### src/rtl/shift_unit.sv
// Multi-cycle shifter (SLL/SRL/SRA/ROL) moving up to STEP bit positions per clock over
// valid/ready handshakes. Define SHIFT_FLAGS_EN to add the registered carry/zero flags.
module shift_unit #(
    parameter int unsigned WIDTH = 32,
    parameter int unsigned STEP  = 1
) (
    input  logic                       clk,
    input  logic                       rst_n,
    input  logic                       in_valid,
    output logic                       in_ready,
    input  logic [WIDTH-1:0]           a,
    input  logic [$clog2(WIDTH)-1:0]   shamt,
    input  logic [1:0]                 op,
    output logic                       out_valid,
    input  logic                       out_ready,
    output logic [WIDTH-1:0]           y,
    output logic                       busy
`ifdef SHIFT_FLAGS_EN
    ,
    output logic                       carry,
    output logic                       zero
`endif
);

    localparam int unsigned SHW = $clog2(WIDTH);
    localparam int unsigned KW  = SHW + 1;

    localparam logic [1:0] OpSll = 2'd0;
    localparam logic [1:0] OpSrl = 2'd1;
    localparam logic [1:0] OpSra = 2'd2;
    localparam logic [1:0] OpRol = 2'd3;

    localparam logic [1:0] StIdle  = 2'd0;
    localparam logic [1:0] StShift = 2'd1;
    localparam logic [1:0] StDone  = 2'd2;

    // One extra bit so STEP == WIDTH is representable.
    localparam logic [KW-1:0] StepW  = KW'(STEP);
    localparam logic [KW-1:0] WidthW = KW'(WIDTH);

    logic [1:0]       state_q, state_d;
    logic [WIDTH-1:0] y_q, y_d;
    logic [1:0]       op_q, op_d;
    logic [SHW-1:0]   rem_q, rem_d;
    logic             out_valid_q, out_valid_d;

    logic [KW-1:0]    rem_ext;
    logic [KW-1:0]    k;
    logic [WIDTH-1:0] shifted;

`ifdef SHIFT_FLAGS_EN
    logic             carry_q, carry_d;
    logic             zero_q, zero_d;
    logic [SHW-1:0]   idx_l;
    logic [SHW-1:0]   idx_r;
    logic             step_carry;
`endif

    // Per-cycle step: k = min(STEP, remaining).
    always_comb begin
        rem_ext = {1'b0, rem_q};
        k       = (rem_ext < StepW) ? rem_ext : StepW;
        shifted = y_q;
        unique case (op_q)
            OpSll: shifted = y_q << k;
            OpSrl: shifted = y_q >> k;
            // y_q[WIDTH-1] keeps the original sign for the whole operation.
            OpSra: shifted = $unsigned($signed(y_q) >>> k);
            OpRol: shifted = (y_q << k) | (y_q >> (WidthW - k));
            default: shifted = y_q;
        endcase
    end

`ifdef SHIFT_FLAGS_EN
    // Last bit leaving the word on this step; over all steps this is the overall last bit out.
    always_comb begin
        idx_l      = SHW'(WidthW - k);
        idx_r      = SHW'(k - KW'(1));
        step_carry = 1'b0;
        unique case (op_q)
            OpSll: step_carry = y_q[idx_l];
            OpSrl: step_carry = y_q[idx_r];
            OpSra: step_carry = y_q[idx_r];
            OpRol: step_carry = shifted[0];
            default: step_carry = 1'b0;
        endcase
    end
`endif

    always_comb begin
        state_d     = state_q;
        y_d         = y_q;
        op_d        = op_q;
        rem_d       = rem_q;
        out_valid_d = out_valid_q;
`ifdef SHIFT_FLAGS_EN
        carry_d     = carry_q;
        zero_d      = zero_q;
`endif
        case (state_q)
            StIdle: begin
                if (in_valid) begin
                    y_d   = a;
                    op_d  = op;
                    rem_d = shamt;
                    if (shamt == '0) begin
                        state_d     = StDone;
                        out_valid_d = 1'b1;
`ifdef SHIFT_FLAGS_EN
                        carry_d     = 1'b0;
                        zero_d      = (a == '0);
`endif
                    end else begin
                        state_d = StShift;
                    end
                end
            end
            StShift: begin
                y_d   = shifted;
                rem_d = rem_q - k[SHW-1:0];
                if (k == rem_ext) begin
                    state_d     = StDone;
                    out_valid_d = 1'b1;
`ifdef SHIFT_FLAGS_EN
                    carry_d     = step_carry;
                    zero_d      = (shifted == '0);
`endif
                end
            end
            StDone: begin
                // Retire only; a pending request waits for the next IDLE cycle.
                if (out_ready) begin
                    state_d     = StIdle;
                    out_valid_d = 1'b0;
                end
            end
            default: begin
                state_d     = StIdle;
                out_valid_d = 1'b0;
            end
        endcase
    end

    always_ff @(posedge clk or negedge rst_n) begin
        if (!rst_n) begin
            state_q     <= StIdle;
            y_q         <= '0;
            op_q        <= OpSll;
            rem_q       <= '0;
            out_valid_q <= 1'b0;
        end else begin
            state_q     <= state_d;
            y_q         <= y_d;
            op_q        <= op_d;
            rem_q       <= rem_d;
            out_valid_q <= out_valid_d;
        end
    end

`ifdef SHIFT_FLAGS_EN
    always_ff @(posedge clk or negedge rst_n) begin
        if (!rst_n) begin
            carry_q <= 1'b0;
            zero_q  <= 1'b0;
        end else begin
            carry_q <= carry_d;
            zero_q  <= zero_d;
        end
    end

    assign carry = carry_q;
    assign zero  = zero_q;
`endif

    assign in_ready  = (state_q == StIdle);
    assign busy      = (state_q != StIdle);
    assign y         = y_q;
    assign out_valid = out_valid_q;

endmodule

### config.mk
export PLATFORM = sky130hd
export DESIGN_NAME = shift_unit
export DESIGN_NICKNAME = d
export VERILOG_FILES = /design/src/rtl/shift_unit.sv
export SDC_FILE = /design/constraint.sdc
export NUM_CORES = 1
export LEC_CHECK = 0
export BUFFER_PORTS_ARGS = -buffer_cell sky130_fd_sc_hd__buf_4
export CAP_MARGIN = 20
export CORE_UTILIZATION = 25
export CTS_BUF_LIST = sky130_fd_sc_hd__clkbuf_4 sky130_fd_sc_hd__clkbuf_8 sky130_fd_sc_hd__clkbuf_16
export DETAILED_ROUTE_END_ITERATION = 7
export GPL_ROUTABILITY_DRIVEN = 0
export PLACE_DENSITY = 0.49
export SLEW_MARGIN = 10
export SYNTH_ARGS = -nofsm -noshare
export SYNTH_HDL_FRONTEND = slang
export SYNTH_SLANG_ARGS = --single-unit
### constraint.sdc
create_clock -name clk -period 4.1 [get_ports clk]
set_input_delay 0.205 -clock clk [delete_from_list [all_inputs] [get_ports clk]]
set_output_delay 0.205 -clock clk [all_outputs]
set_load 0.02 [all_outputs]
* After elaboration in Yosys (flattened, before gate mapping)
Index checks and enable logic that the tools add are counted.
** Operators by class
- Add/sub/neg operators :: 2
- $lt $le $gt $ge :: 1
- Eq/ne operators :: 10
- Shift operators :: 4
- Mux-type cells :: 16
- Bitwise operators :: 1
- Reduce and logical (&&, ||, !) cells :: 9
** Operator list (count)
- one-hot mux 32 bit (4 select lines) :: 1
- one-hot mux 32 bit (2 select lines) :: 1
- 2-to-1 mux 32 bit :: 1
- bitwise OR 32 bit :: 1
- << shifter 32 x 5 -> 32 bit :: 1
- >> shifter 32 x 5 -> 32 bit :: 1
- >> shifter 32 x 6 -> 32 bit :: 1
- >>> shifter 32 x 5 -> 32 bit :: 1
- 2-to-1 mux 5 bit :: 2
- one-hot mux 5 bit (2 select lines) :: 1
- 2-to-1 mux 2 bit :: 4
- equality test 2 bit, second input constant :: 3
- inequality test 2 bit, second input constant :: 3
- one-hot mux 2 bit (3 select lines) :: 1
- subtractor 6 x 5 -> 6 bit, first input constant :: 1
- equality test 5 bit :: 1
- logical NOT 5 bit :: 1
- less-than comparator 5 x 1 -> 1 bit, second input constant :: 1
- subtractor 5 bit :: 1
- equality test 2 x 1 -> 1 bit, second input constant :: 2
- logical NOT 2 bit :: 2
- 2-to-1 mux 1 bit :: 4
- AND reduction 2 bit :: 2
- AND reduction 4 bit :: 1
- 4 further kinds :: 5
** Word-level totals
- Flip-flop bits (word level) :: 42
- Bits of input ports :: 43
- Output and inout bits :: 35

* Depth between registers and ports, before layout
- Word-level depth :: 7
- Gate-level depth with buffers :: 12
- Gate-level depth less buffers :: 9

* Least setup slack after synthesis
OpenSTA, ideal clock, no wires.
- Kind :: register -> register
- Start point :: register rem_q[2]
- End point :: register y_q[1], in the netlist y[1]
- Library setup time :: 0.124 ns
- Data arrival time :: 2.451 ns
- Setup slack :: 1.525 ns
- Stages on the path, launching flop included :: 11
- Path buffers :: 2
- Period minus slack after synthesis :: 2.575 ns
- Cell sequence :: dfrtp_1 nor3_4 nand2_4 inv_4 buf_2 ha_1 buf_2 mux2_2 a211o_1 a32o_1 a211o_1
** On the way
- Cells in the longest elaborated chain, start to end :: 7
- Elaborated cells between the ends (all ways) :: 10
- Those cells by class :: 1 x add/sub; 1 x order compare; 4 x shift; 3 x mux; 1 x bitwise
** RTL lines
- from (decl) :: line 44 : logic [SHW-1:0] rem_q, rem_d;
- from (signal assigned) :: line 155 : rem_q <= rem_d;
- less-than comparator 5 x 1 -> 1 bit :: line 62 : k = (rem_ext < StepW) ? rem_ext : StepW;
- 2-to-1 mux 5 bit * :: line 62
- subtractor 6 x 5 -> 6 bit :: line 69 : OpRol: shifted = (y_q << k) | (y_q >> (WidthW - k));
- >> shifter 32 x 6 -> 32 bit :: line 69
- bitwise OR 32 bit :: line 69
- one-hot mux 32 bit (4 select lines) * :: line 64 : unique case (op_q)
- one-hot mux 32 bit (2 select lines) * :: line 100 : case (state_q)
- to (signal assigned) :: line 153 : y_q <= y_d;
- to (decl) :: line 42 : logic [WIDTH-1:0] y_q, y_d;
Mark *: on every way between the ends. The rest lies on a longest branch, timed or not.
A chain may end at the register's enable or synchronous reset.

* Worst setup path in the final report
- Start point :: register rem_q[3]
- End point :: register y_q[1], in the netlist y[1]
The elaborated chain is that of the path after synthesis.

==> out/results.ini <==
[detailed_routing]
drc=0
drtIter0Drc=219
ant_nets=0
vias_per_cell=5.36
wl_per_cell_um=18.3
first_pass_iters=4
wirelength_um=11700
vias=3435

[clocking]
cts_htree_levels=2
clkTransAtPathRegs_ns=0.06
cts_tree=yes
post_cts_resize_count=0
cts_inserted_buffers=5
postCtsSetupRepairBufs=0
cts_root_buf=clkbuf_16
cts_hold_buf=1
cts_sinks=42
clockBufferDepth=2
clk_latency_ns=0.29

[place]
place_inst=632
dp_hpwl_um=8350
placed_cell_area_um2=3930
io_buffers=77

[finish]
finalNonFillerCells=641
drive_gt1_share_pct=22.8
design_area_um2=4090
final_nets=513
final_common_cell=buf_4
syn_to_final_growth_pct=26.3
antenna_cells=0
layout_common_cells=buf_4 (83), nand2_1 (44), a21oi_1 (43), dfrtp_1 (42), nor2_1 (41)

[floorplan]
core_area_um2=12600
rows=41
die_h_um=116
initial_core_util_pct=25.6
die_w_um=116
die_area_um2=13400
ios=78

[synth]
ys_seq_area_share_pct=32.5
async_reset_ff_share_pct=100
synth-compound-area-share_pct=27.7
syn_inst=408
synthMuxAreaShare_pct=11.0
synth_top_family_by_area=compound AO/OA/AOI/OAI gates
synth-xor-area-share_pct=0.774
yosysWarnings=0
syn_avg_cell_area_um2=7.93
synth_edf_count=0
synth_seq_cells=42
synth-adder-area-share_pct=0.774
syn-num-nets=453
synthFlopType=dfrtp_1
synth_cell_types=52
syn_area_um2=3230
yosys.area_share.simple_pct=21.5

[sta]
finalHoldViolations=0
fmax_ghz=0.305
finClkSkew_ns=0.00833
finalCritPeriodShare_pct=80.1
whs_ns=0.114
slew_headroom_pct=34.0
worst_pin_slew_ns=0.985
rsz0062_at_grt=no
final-max-slew-violation-count=0
tns_ns=0
period_needed_ns=3.28
setup_viol=0

[global_routing]
grt_pass1_vias=3266
grt_overflow=0
grt_pass1_wl_um=18300
grtUsageTotal_pct=18.0
grt_max_degree=43
antenna_found_initial=0

[status]
status=finished, final reports clean

[setup_path]
worstReg2RegEnd=y[1]
critPathKind=reg -> reg
end_kind=flip-flop
worstRegToRegCells=8
setup.worst_path.start=rem_q[3]
cp_max_fo=26
r2r_setup_slack_ns=0.82
required_ns=4.26
r2r-start=rem_q[3]
crit_end=y[1]
crit_path_start_kind=flip-flop
arrival_ns=3.45

[pwr]
p_leak_nw=1.76
max-vdd-ir-drop_uv=375
powerDensity_nw_per_um2=961

[hold_path]
worstHoldPathType=in -> reg

[flow_run]
maxCapViolations=0

-- per-stage QoR --
stage               setup slack, ns  total power, mW  utilization [%]
CTS                           0.850             3.94             32.4
detailed placement            0.860             3.51             31.1
global route                  0.620             4.26             32.4
floorplan                      1.53             2.65                -
finish                        0.817             3.93             32.4
global placement              0.926             3.49             31.1
-- cell type report --
type	count	area [µm²]
clock buffer	7	146
clock inverter	1	5.00
fill	1396	8530
inverter	8	32.5
multi-input combinational	327	2000
sequential	42	1050
tap	172	215
timing repair buffer	84	633
-- flip-flops by register name, indices dropped and copies added, names as in the netlist --
signal / flops
y: 32
rem_q: 5
op_q: 2
state_q: 2
out_valid: 1
-- layer usage --
layer  part of all wire [%]  track usage (%)  vias up
met4                    2.2             6.15        0
li1                       -                -     1619
met5                      0                0        -
met3                    5.9             2.98       20
met2                     46             28.2      130
met1                     45             25.1     1666
-- power by group --
part / internal, mW / switching [mW]
combinational: 1.01 / 1.40
sequential: 0.640 / 0.462
clock: 0.249 / 0.170
total: 1.90 / 2.03
-- critical path, stage by stage (launching register included) --
cell     delay (ns)
dfrtp_1        0.45
nor2_1         0.13
nand2_4        0.28
inv_4          0.19
ha_1           0.93
mux2_2         0.41
a211o_1        0.28
a32o_1         0.24
a211o_1        0.23
-- how the worst min path moves through the flow --
stage / startpoint / end / depth (start not counted)
2_1_floorplan: rst_n / op_q[0] / 0
3_3_place_gp: rst_n / state_q[0] / 1
3_5_place_dp: rst_n / state_q[0] / 1
4_1_cts: op[0] / op_q[0] / 3
5_1_grt: op[0] / op_q[0] / 3
6_report: op[0] / op_q[0] / 3
-- synth_stat cells, drive strengths merged (2+ instances only) --
cell type  number  area share, %
a22oi           5            1.2
nand3b          3           0.70
o2bb2ai         2           0.54
a21oi          43            6.7
o211ai          4           0.93
nor2b          10            1.9
ha              2           0.77
dfrtp          42             32
o22a            3           0.81
nand2          45            5.5
nor3           12            2.2
a31oi           9            1.7
mux2i          22            6.8
a211oi          4           0.93
clkbuf         13            1.5
nor2           41            4.8
or3             2           0.39
inv             8            1.0
mux2            6            2.1
a32oi           3           0.81
nand3          11            1.7
mux4            3            2.1
o31ai           2           0.46
nand2b         10            1.9
a211o           2           0.54
nand4           2           0.39
a221o           6            1.9
nor4            4           0.77
o22ai          10            1.9
o21a            2           0.46
o21ai          42            6.5
buf            18            3.1
nor3b           4           0.93
-- logic make-up after synthesis --
family / Yosys count
simple gates: 146
compound gates: 145
flops: 42
buf+inv: 39
mux: 31
fa+ha+maj: 2
xor+xnor: 2
other cells: 1
No activity file was read; power rests on OpenSTA's default activity.
